`config.mk`:
```
export PLATFORM = sky130hd
export DESIGN_NAME = data_table_chain_delete
export DESIGN_NICKNAME = d
export VERILOG_FILES = /design/src/rtl/hash_table_pkg.sv /design/src/rtl/data_table_chain_delete_rd_wait_cnt.sv /design/src/rtl/data_table_chain_delete.sv
export SDC_FILE = /design/constraint.sdc
export NUM_CORES = 1
export LEC_CHECK = 0
export CAP_MARGIN = 20
export CORE_MARGIN = 2
export CORE_UTILIZATION = 49
export CTS_BUF_LIST = sky130_fd_sc_hd__clkbuf_8
export DETAILED_ROUTE_END_ITERATION = 8
export GPL_ROUTABILITY_DRIVEN = 0
export PLACE_DENSITY = 0.91
export SKIP_CTS_REPAIR_TIMING = 1
export SYNTH_ARGS = -nofsm -noshare
export SYNTH_HDL_FRONTEND = slang
export SYNTH_SLANG_ARGS = --single-unit
```
`constraint.sdc`:
```
create_clock -name clk_i -period 9.69 [get_ports clk_i]
set_clock_uncertainty 0.2 [all_clocks]
set_input_delay 0.969 -clock clk_i [delete_from_list [all_inputs] [get_ports clk_i]]
set_output_delay 0.969 -clock clk_i [all_outputs]
set_load 0.01 [all_outputs]
```
`src/rtl/hash_table_pkg.sv`:
```
// Shared hash-table types: result codes, data-RAM node layout and the delete-engine state encoding.
package hash_table;

  localparam int HT_KEY_WIDTH    = 32;
  localparam int HT_VALUE_WIDTH  = 32;
  localparam int HT_A_WIDTH      = 10;
  localparam int HT_BUCKET_WIDTH = 8;

  typedef enum logic [2:0] {
    LOOKUP_SUCCESS,
    LOOKUP_NOT_SUCCESS_NO_ENTRY,
    INSERT_SUCCESS,
    INSERT_SUCCESS_SAME_KEY,
    INSERT_NOT_SUCCESS_TABLE_IS_FULL,
    DELETE_SUCCESS,
    DELETE_NOT_SUCCESS_NO_ENTRY,
    DELETE_CHAIN_ERROR
  } ht_rescode_t;

  typedef struct packed {
    logic [HT_KEY_WIDTH-1:0]   key;
    logic [HT_VALUE_WIDTH-1:0] value;
    logic [HT_A_WIDTH-1:0]     next_ptr;
    logic                      next_val;
  } ram_node_t;

  typedef enum logic [2:0] {
    S_IDLE,
    S_READ,
    S_WAIT,
    S_UNLINK,
    S_FREE,
    S_REPORT
  } del_state_t;

endpackage

```
`src/rtl/data_table_chain_delete_rd_wait_cnt.sv`:
```
// Read-latency down-counter: loaded on each RAM read, pulses data_vld_o in the cycle the read data is valid.
module rd_wait_cnt #(
  parameter int LATENCY = 2
) (
  input  logic clk_i,
  input  logic rst_i,
  input  logic load_i,
  output logic data_vld_o
);

  localparam int CW = $clog2(LATENCY + 1);

  logic [CW-1:0] cnt;

  always_ff @(posedge clk_i or posedge rst_i) begin
    if (rst_i) begin
      cnt <= '0;
    end else if (load_i) begin
      cnt <= CW'(LATENCY);
    end else if (cnt != '0) begin
      cnt <= cnt - 1'b1;
    end
  end

  assign data_vld_o = (cnt == CW'(1));

endmodule

```
`src/rtl/data_table_chain_delete.sv`:
```
// Hash-table delete engine: walks one bucket chain and unlinks/frees the first (or, in purge mode, every) matching key.
// Optional macro DATA_TABLE_DELETE_STATS_EN adds saturating task/deleted/error counters.
module data_table_chain_delete
  import hash_table::*;
#(
  parameter int KEY_WIDTH    = HT_KEY_WIDTH,
  parameter int VALUE_WIDTH  = HT_VALUE_WIDTH,
  parameter int A_WIDTH      = HT_A_WIDTH,
  parameter int BUCKET_WIDTH = HT_BUCKET_WIDTH,
  parameter int RAM_LATENCY  = 2,
  parameter int MAX_HOPS     = 64
) (
  input  logic                             clk_i,
  input  logic                             rst_i,
  input  logic [KEY_WIDTH-1:0]             task_key_i,
  input  logic [BUCKET_WIDTH-1:0]          task_bucket_i,
  input  logic [A_WIDTH-1:0]               task_head_ptr_i,
  input  logic                             task_head_val_i,
  input  logic                             task_purge_i,
  input  logic                             task_valid_i,
  output logic                             task_ready_o,
  output logic                             rd_en_o,
  output logic [A_WIDTH-1:0]               rd_addr_o,
  input  logic [KEY_WIDTH-1:0]             rd_key_i,
  input  logic [VALUE_WIDTH-1:0]           rd_value_i,
  input  logic [A_WIDTH-1:0]               rd_next_ptr_i,
  input  logic                             rd_next_val_i,
  output logic                             wr_en_o,
  output logic [A_WIDTH-1:0]               wr_addr_o,
  output logic [KEY_WIDTH-1:0]             wr_key_o,
  output logic [VALUE_WIDTH-1:0]           wr_value_o,
  output logic [A_WIDTH-1:0]               wr_next_ptr_o,
  output logic                             wr_next_val_o,
  output logic                             head_wr_en_o,
  output logic [BUCKET_WIDTH-1:0]          head_wr_addr_o,
  output logic [A_WIDTH-1:0]               head_wr_ptr_o,
  output logic                             head_wr_val_o,
  output logic                             free_ptr_en_o,
  output logic [A_WIDTH-1:0]               free_ptr_o,
  output logic                             res_valid_o,
  input  logic                             res_ready_i,
  output ht_rescode_t                      res_rescode_o,
  output logic [KEY_WIDTH-1:0]             res_key_o,
  output logic [BUCKET_WIDTH-1:0]          res_bucket_o,
  output logic [$clog2(MAX_HOPS+1)-1:0]    res_del_cnt_o
`ifdef DATA_TABLE_DELETE_STATS_EN
  ,
  output logic [31:0]                      stat_tasks_o,
  output logic [31:0]                      stat_deleted_o,
  output logic [31:0]                      stat_errors_o
`endif
);

  localparam int CNT_W = $clog2(MAX_HOPS + 1);

  del_state_t state, state_nxt;

  logic [KEY_WIDTH-1:0]    t_key;
  logic [BUCKET_WIDTH-1:0] t_bucket;
  logic                    t_purge;
  logic [A_WIDTH-1:0]      cur;
  logic [A_WIDTH-1:0]      nxt_ptr;
  logic                    nxt_val;
  logic [A_WIDTH-1:0]      prev_addr;
  ram_node_t               prev_node;
  logic                    prev_val;
  logic [CNT_W-1:0]        hops;
  logic [CNT_W-1:0]        del_cnt;
  logic                    aborted;
  logic                    rd_dat_vld;
  logic                    key_hit;
  logic                    hops_at_limit;

  rd_wait_cnt #(.LATENCY(RAM_LATENCY)) u_rd_wait_cnt (
    .clk_i      (clk_i),
    .rst_i      (rst_i),
    .load_i     (rd_en_o),
    .data_vld_o (rd_dat_vld)
  );

  assign key_hit       = (rd_key_i == t_key);
  assign hops_at_limit = (hops >= CNT_W'(MAX_HOPS));

  assign rd_addr_o      = cur;
  assign free_ptr_o     = cur;
  assign head_wr_addr_o = t_bucket;
  assign head_wr_ptr_o  = nxt_ptr;
  assign head_wr_val_o  = nxt_val;
  assign res_key_o      = t_key;
  assign res_bucket_o   = t_bucket;
  assign res_del_cnt_o  = del_cnt;
  assign res_rescode_o  = aborted          ? DELETE_CHAIN_ERROR :
                          (del_cnt != '0)  ? DELETE_SUCCESS     : DELETE_NOT_SUCCESS_NO_ENTRY;

  always_ff @(posedge clk_i or posedge rst_i) begin
    if (rst_i) state <= S_IDLE;
    else       state <= state_nxt;
  end

  always_comb begin
    state_nxt     = state;
    task_ready_o  = 1'b0;
    rd_en_o       = 1'b0;
    wr_en_o       = 1'b0;
    wr_addr_o     = '0;
    wr_key_o      = '0;
    wr_value_o    = '0;
    wr_next_ptr_o = '0;
    wr_next_val_o = 1'b0;
    head_wr_en_o  = 1'b0;
    free_ptr_en_o = 1'b0;
    res_valid_o   = 1'b0;
    case (state)
      S_IDLE: begin
        task_ready_o = 1'b1;
        if (task_valid_i) state_nxt = task_head_val_i ? S_READ : S_REPORT;
      end
      S_READ: begin
        if (hops_at_limit) begin
          state_nxt = S_REPORT;
        end else begin
          rd_en_o   = 1'b1;
          state_nxt = S_WAIT;
        end
      end
      S_WAIT: begin
        if (rd_dat_vld) begin
          if (key_hit)            state_nxt = S_UNLINK;
          else if (rd_next_val_i) state_nxt = S_READ;
          else                    state_nxt = S_REPORT;
        end
      end
      S_UNLINK: begin
        // prev_node already carries the deleted node's successor as its next link
        if (!prev_val) begin
          head_wr_en_o = 1'b1;
        end else begin
          wr_en_o       = 1'b1;
          wr_addr_o     = prev_addr;
          wr_key_o      = prev_node.key;
          wr_value_o    = prev_node.value;
          wr_next_ptr_o = prev_node.next_ptr;
          wr_next_val_o = prev_node.next_val;
        end
        state_nxt = S_FREE;
      end
      S_FREE: begin
        wr_en_o       = 1'b1;
        wr_addr_o     = cur;
        free_ptr_en_o = 1'b1;
        state_nxt     = (t_purge && nxt_val) ? S_READ : S_REPORT;
      end
      S_REPORT: begin
        res_valid_o = 1'b1;
        if (res_ready_i) state_nxt = S_IDLE;
      end
      default: state_nxt = S_IDLE;
    endcase
  end

  always_ff @(posedge clk_i or posedge rst_i) begin
    if (rst_i) begin
      t_key     <= '0;
      t_bucket  <= '0;
      t_purge   <= 1'b0;
      cur       <= '0;
      nxt_ptr   <= '0;
      nxt_val   <= 1'b0;
      prev_addr <= '0;
      prev_node <= '0;
      prev_val  <= 1'b0;
      hops      <= '0;
      del_cnt   <= '0;
      aborted   <= 1'b0;
    end else begin
      case (state)
        S_IDLE: begin
          if (task_valid_i) begin
            t_key    <= task_key_i;
            t_bucket <= task_bucket_i;
            t_purge  <= task_purge_i;
            cur      <= task_head_ptr_i;
            prev_val <= 1'b0;
            hops     <= '0;
            del_cnt  <= '0;
            aborted  <= 1'b0;
          end
        end
        S_READ: begin
          if (hops_at_limit) aborted <= 1'b1;
          else               hops    <= hops + 1'b1;
        end
        S_WAIT: begin
          if (rd_dat_vld) begin
            nxt_ptr <= rd_next_ptr_i;
            nxt_val <= rd_next_val_i;
            if (key_hit) begin
              prev_node.next_ptr <= rd_next_ptr_i;
              prev_node.next_val <= rd_next_val_i;
            end else begin
              prev_addr <= cur;
              prev_node <= '{key: rd_key_i, value: rd_value_i,
                             next_ptr: rd_next_ptr_i, next_val: rd_next_val_i};
              prev_val  <= 1'b1;
              if (rd_next_val_i) cur <= rd_next_ptr_i;
            end
          end
        end
        S_FREE: begin
          del_cnt <= del_cnt + 1'b1;
          if (t_purge && nxt_val) cur <= nxt_ptr;
        end
        default: ;
      endcase
    end
  end

`ifdef DATA_TABLE_DELETE_STATS_EN
  logic        res_fire;
  logic [32:0] deleted_sum;

  assign res_fire    = res_valid_o && res_ready_i;
  assign deleted_sum = {1'b0, stat_deleted_o} + 33'(del_cnt);

  always_ff @(posedge clk_i or posedge rst_i) begin
    if (rst_i) begin
      stat_tasks_o   <= '0;
      stat_deleted_o <= '0;
      stat_errors_o  <= '0;
    end else if (res_fire) begin
      if (stat_tasks_o != '1) stat_tasks_o <= stat_tasks_o + 1'b1;
      stat_deleted_o <= deleted_sum[32] ? '1 : deleted_sum[31:0];
      if (aborted && stat_errors_o != '1) stat_errors_o <= stat_errors_o + 1'b1;
    end
  end
`endif

endmodule

```
Yosys cells after proc, flatten, opt, wreduce, memory -nomap -nowiden
Index checks and enable logic that the tools add are counted.
{"block": "word_totals", "register_bits": 157, "out_inout_bits": 180, "wordCells": 101}
{"block": "op_classes", "add_sub_neg": 3, "order_cmp": 1, "eq_ne": 15, "n_mux": 48, "bitwise": 1, "n_reduce_logical": 18}
{"op": "2-to-1 mux 32 bit", "count": 4}
{"op": "2-to-1 mux 10 bit", "count": 8}
{"op": "== test 32 bit", "count": 1}
{"op": "one-hot mux 10 bit (3 select lines)", "count": 1}
{"op": "one-hot mux 7 bit (2 select lines)", "count": 2}
{"op": "2-to-1 mux 3 bit", "count": 8}
{"op": "one-hot mux 10 bit (2 select lines)", "count": 1}
{"op": "one-hot mux 3 bit (6 select lines)", "count": 1}
{"op": "!= test 2 bit (second input constant)", "count": 8}
{"op": "adder 7 x 1 -> 7 bit (second input constant)", "count": 2}
{"op": "2-to-1 mux 1 bit", "count": 14}
{"op": "2-to-1 mux 7 bit", "count": 2}
{"op": "AND reduction 3 bit", "count": 4}
{"op": "nonzero test 2 bit", "count": 5}
{"op": "2-to-1 mux 2 bit", "count": 4}
{"op": ">= comparator 7 bit (second input constant)", "count": 1}
{"op": "nonzero test 7 bit", "count": 1}
{"op": "== test 3 x 2 -> 1 bit (second input constant)", "count": 2}
{"op": "== test 3 bit (second input constant)", "count": 2}
{"op": "one-hot mux 1 bit (2 select lines)", "count": 3}
{"op": "AND reduction 2 bit", "count": 3}
{"op": "AND reduction 6 bit", "count": 1}
{"op": "AND reduction 4 bit", "count": 1}
{"op": "== test 3 x 1 -> 1 bit (second input constant)", "count": 1}
{"op": "6 further kinds", "count": 6}

Longest topological paths before layout
{"block": "logic_depth", "ltp_word": 4, "ltp_mapped": 8}

By module
Synthesis repeated with hierarchy kept, for this count alone.
{"block": "unflattened", "hier_cells": 719, "area_unflattened_um2": 7811.2}
{"mod": "data_table_chain_delete", "n_inst": 1, "cells_per_inst": 707, "area_per_inst_um2": 7692.4}
{"mod": "rd_wait_cnt", "n_inst": 1, "cells_per_inst": 12, "area_per_inst_um2": 118.9}

Worst setup path before layout
No wires, ideal clock.
{"block": "synth_timing", "path_type": "reg2out", "from": "register state[0]", "to": "output port wr_addr_o[1]", "arrival_ns": 1.569, "setup_slack_ns": 6.952, "path_stages_with_launch": 6, "n_path_buf": 2, "cell_sequence": "dfrtp_1 or3b_2 inv_1 buf_2 buf_2 a22o_1"}
{"block": "synth_via", "elab_chain_cells": 2}
{"element": "start: declaration", "line_no": "data_table_chain_delete.sv:56", "source": "del_state_t state, state_nxt;"}
{"element": "start signal: assignment", "line_no": "data_table_chain_delete.sv:97", "source": "else state <= state_nxt;"}
{"element": "== test 3 bit / == test 3 x 2 -> 1 bit (equally long branches)", "line_no": "data_table_chain_delete.sv:113", "source": "case (state)"}
{"element": "one-hot mux 10 bit (2 select lines) *", "line_no": "data_table_chain_delete.sv:113"}
{"element": "end: declaration", "line_no": "data_table_chain_delete.sv:29", "source": "output logic [A_WIDTH-1:0] wr_addr_o,"}
Every way passes the cells marked *; elsewhere a longest branch is shown, timed or not.

Worst setup path after layout
{"block": "layout_timing", "from": "register state[0]", "to": "output port wr_addr_o[9]"}
The elaborated chain is that of the path after synthesis.

==> results.py <==
metrics = {
    "final_layout": {
        "nNetsFinal": 1114,
        "finalInstanceArea_um2": 11180,
        "final_layout_size_suffix_gt1_share_pct": 13.43,
        "fillCellCount": 1137,
        "multiInputGateArea_um2": 3376,
        "syn2layout_area_growth_pct": 43.43,
        "register_area_um2": 3929,
        "stdcell_count": 1206,
        "n_antenna_cell": 0,
    },
    "worst_setup_path": {
        "worst-r2r-cell-count": 6,
        "endpoint_kind": "output port",
        "arrival_ns": 3.26,
        "r2r_end": "prev_node[32]$_DFFE_PP0P_",
        "critical_path_class": "reg2out",
        "start_kind": "register",
        "worstReg2RegStart": "state[1]$_DFFE_PP0P_",
        "cp_data_required_time_ns": 8.52,
        "cp_max_fo": 30,
        "r2r_slack_ns": 5.99,
    },
    "hold_path": {
        "worstHoldStart": "prev_node[13]$_DFFE_PP0P_",
        "holdPathEnd": "prev_node[13]$_DFFE_PP0P_",
        "hold_class": "reg2reg",
        "hold_depth": 1,
    },
    "placement": {
        "portBuffers": 309,
        "dp_cells": 1174,
        "pre_cts_slack_ns": 5.390,
        "post-dp-hpwl_mm": 16.02,
        "place_area_um2": 10740,
    },
    "detailed_routing": {
        "avgViaCountPerCell": 5.121,
        "drt_iter0_markers": 431,
        "drt_pre_antenna_iters": 4,
        "drtAntennaViolNets": 0,
        "vias": 6176,
        "wirelength_mm": 22.01,
        "drc": 0,
        "avgRoutedWirePerCell_um": 18.25,
    },
    "yosys": {
        "synth_area_leaders": "dfrtp_1 (50%), mux2_4 (7.7%), nand2_1 (7.6%)",
        "yosysTopAreaCell": "dfrtp_1",
        "ys_types": 46,
        "synth_top_area_share_pct": 50.42,
        "syn_nets": 849,
        "netlist_area_um2": 7792,
        "synth.avg_cell_area_um2": 10.94,
        "ys_seq_area_share_pct": 50.42,
        "synthArstFlopShare_pct": 100.0,
        "synth_flop_cell": "dfrtp_1",
        "ys_warn_count": 0,
        "ys_ff_latch": 157,
        "syn_inst": 712,
        "synth_edf_count": 0,
    },
    "clock_network": {
        "cts_made_buffers": 17,
        "clk_pin_slew_ns": 0.08,
        "cts_sinks": 157,
        "cts-root-buf": "clkbuf_8",
        "clock_latency_ns": 0.46,
        "cts_tree": "built",
        "clockBufferDepth": 2,
        "htree_levels": 4,
    },
    "sta": {
        "fmax_mhz": 225.8,
        "finalHoldViolCount": 0,
        "slew_viol_final": 0,
        "fin_setup_tns_ns": 0,
        "worst_slack_ns": 5.262,
        "period_share_pct": 45.70,
        "setup_viol": 0,
        "grt_setup_unrepaired": "false",
        "fin_crit_ns": 4.428,
        "worstMarginPinSlew_ns": 1.049,
        "max_slew_margin_pct": 29.97,
    },
    "floorplan": {
        "initial_core_util_pct": 49.59,
        "num_rows": 46,
        "die_y_um": 130.1,
        "coreArea_um2": 15710,
        "die_w_um": 130.1,
        "die-area_um2": 16930,
        "boundaryPins": 311,
    },
    "job": {
        "maxCapViolations": 0,
    },
    "global_route": {
        "antenna_found_initial": 0,
        "grt_pass1_vias": 6058,
        "grt_pass1_wl_mm": 33.44,
        "grtUsageTotal_pct": 25.84,
        "gr-total-overflow": 0,
        "grt_start_max_net_pins": 93,
    },
    "power": {
        "p_leak_nw": 5.059,
        "peakVddDrop_v": 0.0001594,
        "cellPowerDensity_nw_per_um2": 273.6,
    },
    "status": {
        "status": "completed",
    },
}
## per-layer routing
| metal | global-route usage [%] | part of all wire, % |
|---|---|---|
| met1 | 34.29 | 41 |
| met5 | 0 | 0 |
| met4 | 9.045 | 2.8 |
| met3 | 7.175 | 7.1 |
| met2 | 41.05 | 49 |
## power by group
part / internal, mW / switching [mW]
Combinational: 0.763 / 0.555
Sequential: 0.948 / 0.252
Clock: 0.288 / 0.252
Total: 2.00 / 1.06
## cells in the final DEF (no fill, tap or decap), types with 13 or more instances in the layout
cell and count:
clkbuf_8 18, mux2_4 40, o21ai_0 13, dfrtp_1 157, and2_1 76, xnor2_1 32
nand4_1 13, mux2_2 47, nand2_1 157, nor2_1 15, clkdlybuf4s50_1 309
## worst max-delay path by stage
stage                                     from                         to  cells after the start
after floorplan                          rst_i        aborted$_DFFE_PP0P_                      1
after global placement            rd_key_i[24]  prev_node[53]$_DFFE_PP0P_                      8
after detailed placement           rd_key_i[3]  prev_node[53]$_DFFE_PP0P_                      8
after CTS                 state[0]$_DFFE_PP0P_               wr_addr_o[3]                      4
after global routing      state[0]$_DFFE_PP0P_               wr_addr_o[9]                      4
final                     state[0]$_DFFE_PP0P_               wr_addr_o[9]                      4
## cells in the mapped netlist, types with 2 or more instances
| cell | n |
|---|---|
| a21oi_1 | 6 |
| nand3_1 | 4 |
| xor2_1 | 5 |
| buf_8 | 2 |
| nand2b_1 | 4 |
| buf_12 | 3 |
| a22o_1 | 10 |
| nand3b_1 | 2 |
| nor2_1 | 16 |
| nor4_2 | 2 |
| ha_1 | 6 |
| or2_2 | 3 |
| and3_1 | 4 |
| nand4_1 | 13 |
| inv_1 | 10 |
| buf_4 | 32 |
| and2_1 | 76 |
| o21ai_0 | 13 |
| dfrtp_1 | 157 |
| nor3_1 | 2 |
| nand2_1 | 157 |
| mux2_4 | 40 |
| mux2_2 | 47 |
| mux2_1 | 8 |
| a22oi_1 | 10 |
| clkbuf_1 | 18 |
| xnor2_1 | 32 |
| o31ai_1 | 2 |
| buf_2 | 11 |
## registers in the layout (all words and copies together), names as in the netlist
signal,count
free_ptr_o,10
aborted,1
hops,7
prev_addr,10
u_rd_wait_cnt.cnt,2
state,3
res_key_o,32
prev_val,1
prev_node,75
head_wr_addr_o,8
t_purge,1
res_del_cnt_o,7
## per-stage QoR
stage / total power, mW / util (%) / hold slack (ns)
2_1_floorplan: 1.953 / - / 0.2460
3_3_place_gp: 2.469 / 68.35 / 0.2619
3_5_place_dp: 2.525 / 68.35 / 0.2730
4_1_cts: 3.077 / 71.13 / 0.2921
5_1_grt: 3.240 / 71.13 / 0.3099
6_report: 3.058 / 71.13 / 0.2916
## worst max-delay path, cell delays in order (launching register included)
cell and delay (ns):
dfrtp_1 0.56, or3b_2 0.59, inv_1 0.80, a22o_1 0.28, clkdlybuf4s50_1 0.58
## layout make-up
cell class                      instances  share of cell area [%]
Tap cell                              216                   2.418
Clock buffer                           18                   2.216
Clock inverter                         14                   1.690
Timing Repair Buffer                  313                   27.94
Inverter                               10                  0.3806
Sequential cell                       157                   35.15
Multi-Input combinational cell        478                   30.20
## logic make-up (layout without fill, tap and decap cells)
logic type / after synthesis / after routing / share of synthesized area, %
AO/OA/AOI/OAI: 47 / 47 / 4.111
flip-flops: 157 / 157 / 50.42
AND/OR/NAND/NOR: 291 / 291 / 18.08
adder cells (fa/ha/maj): 6 / 6 / 0.9634
multiplexers: 96 / 96 / 15.78
other: 1 / 1 / 0.04812
XOR/XNOR: 37 / 37 / 4.159
buffers and inverters: 77 / 355 / 6.439
Power figures use the tool's default switching activity.
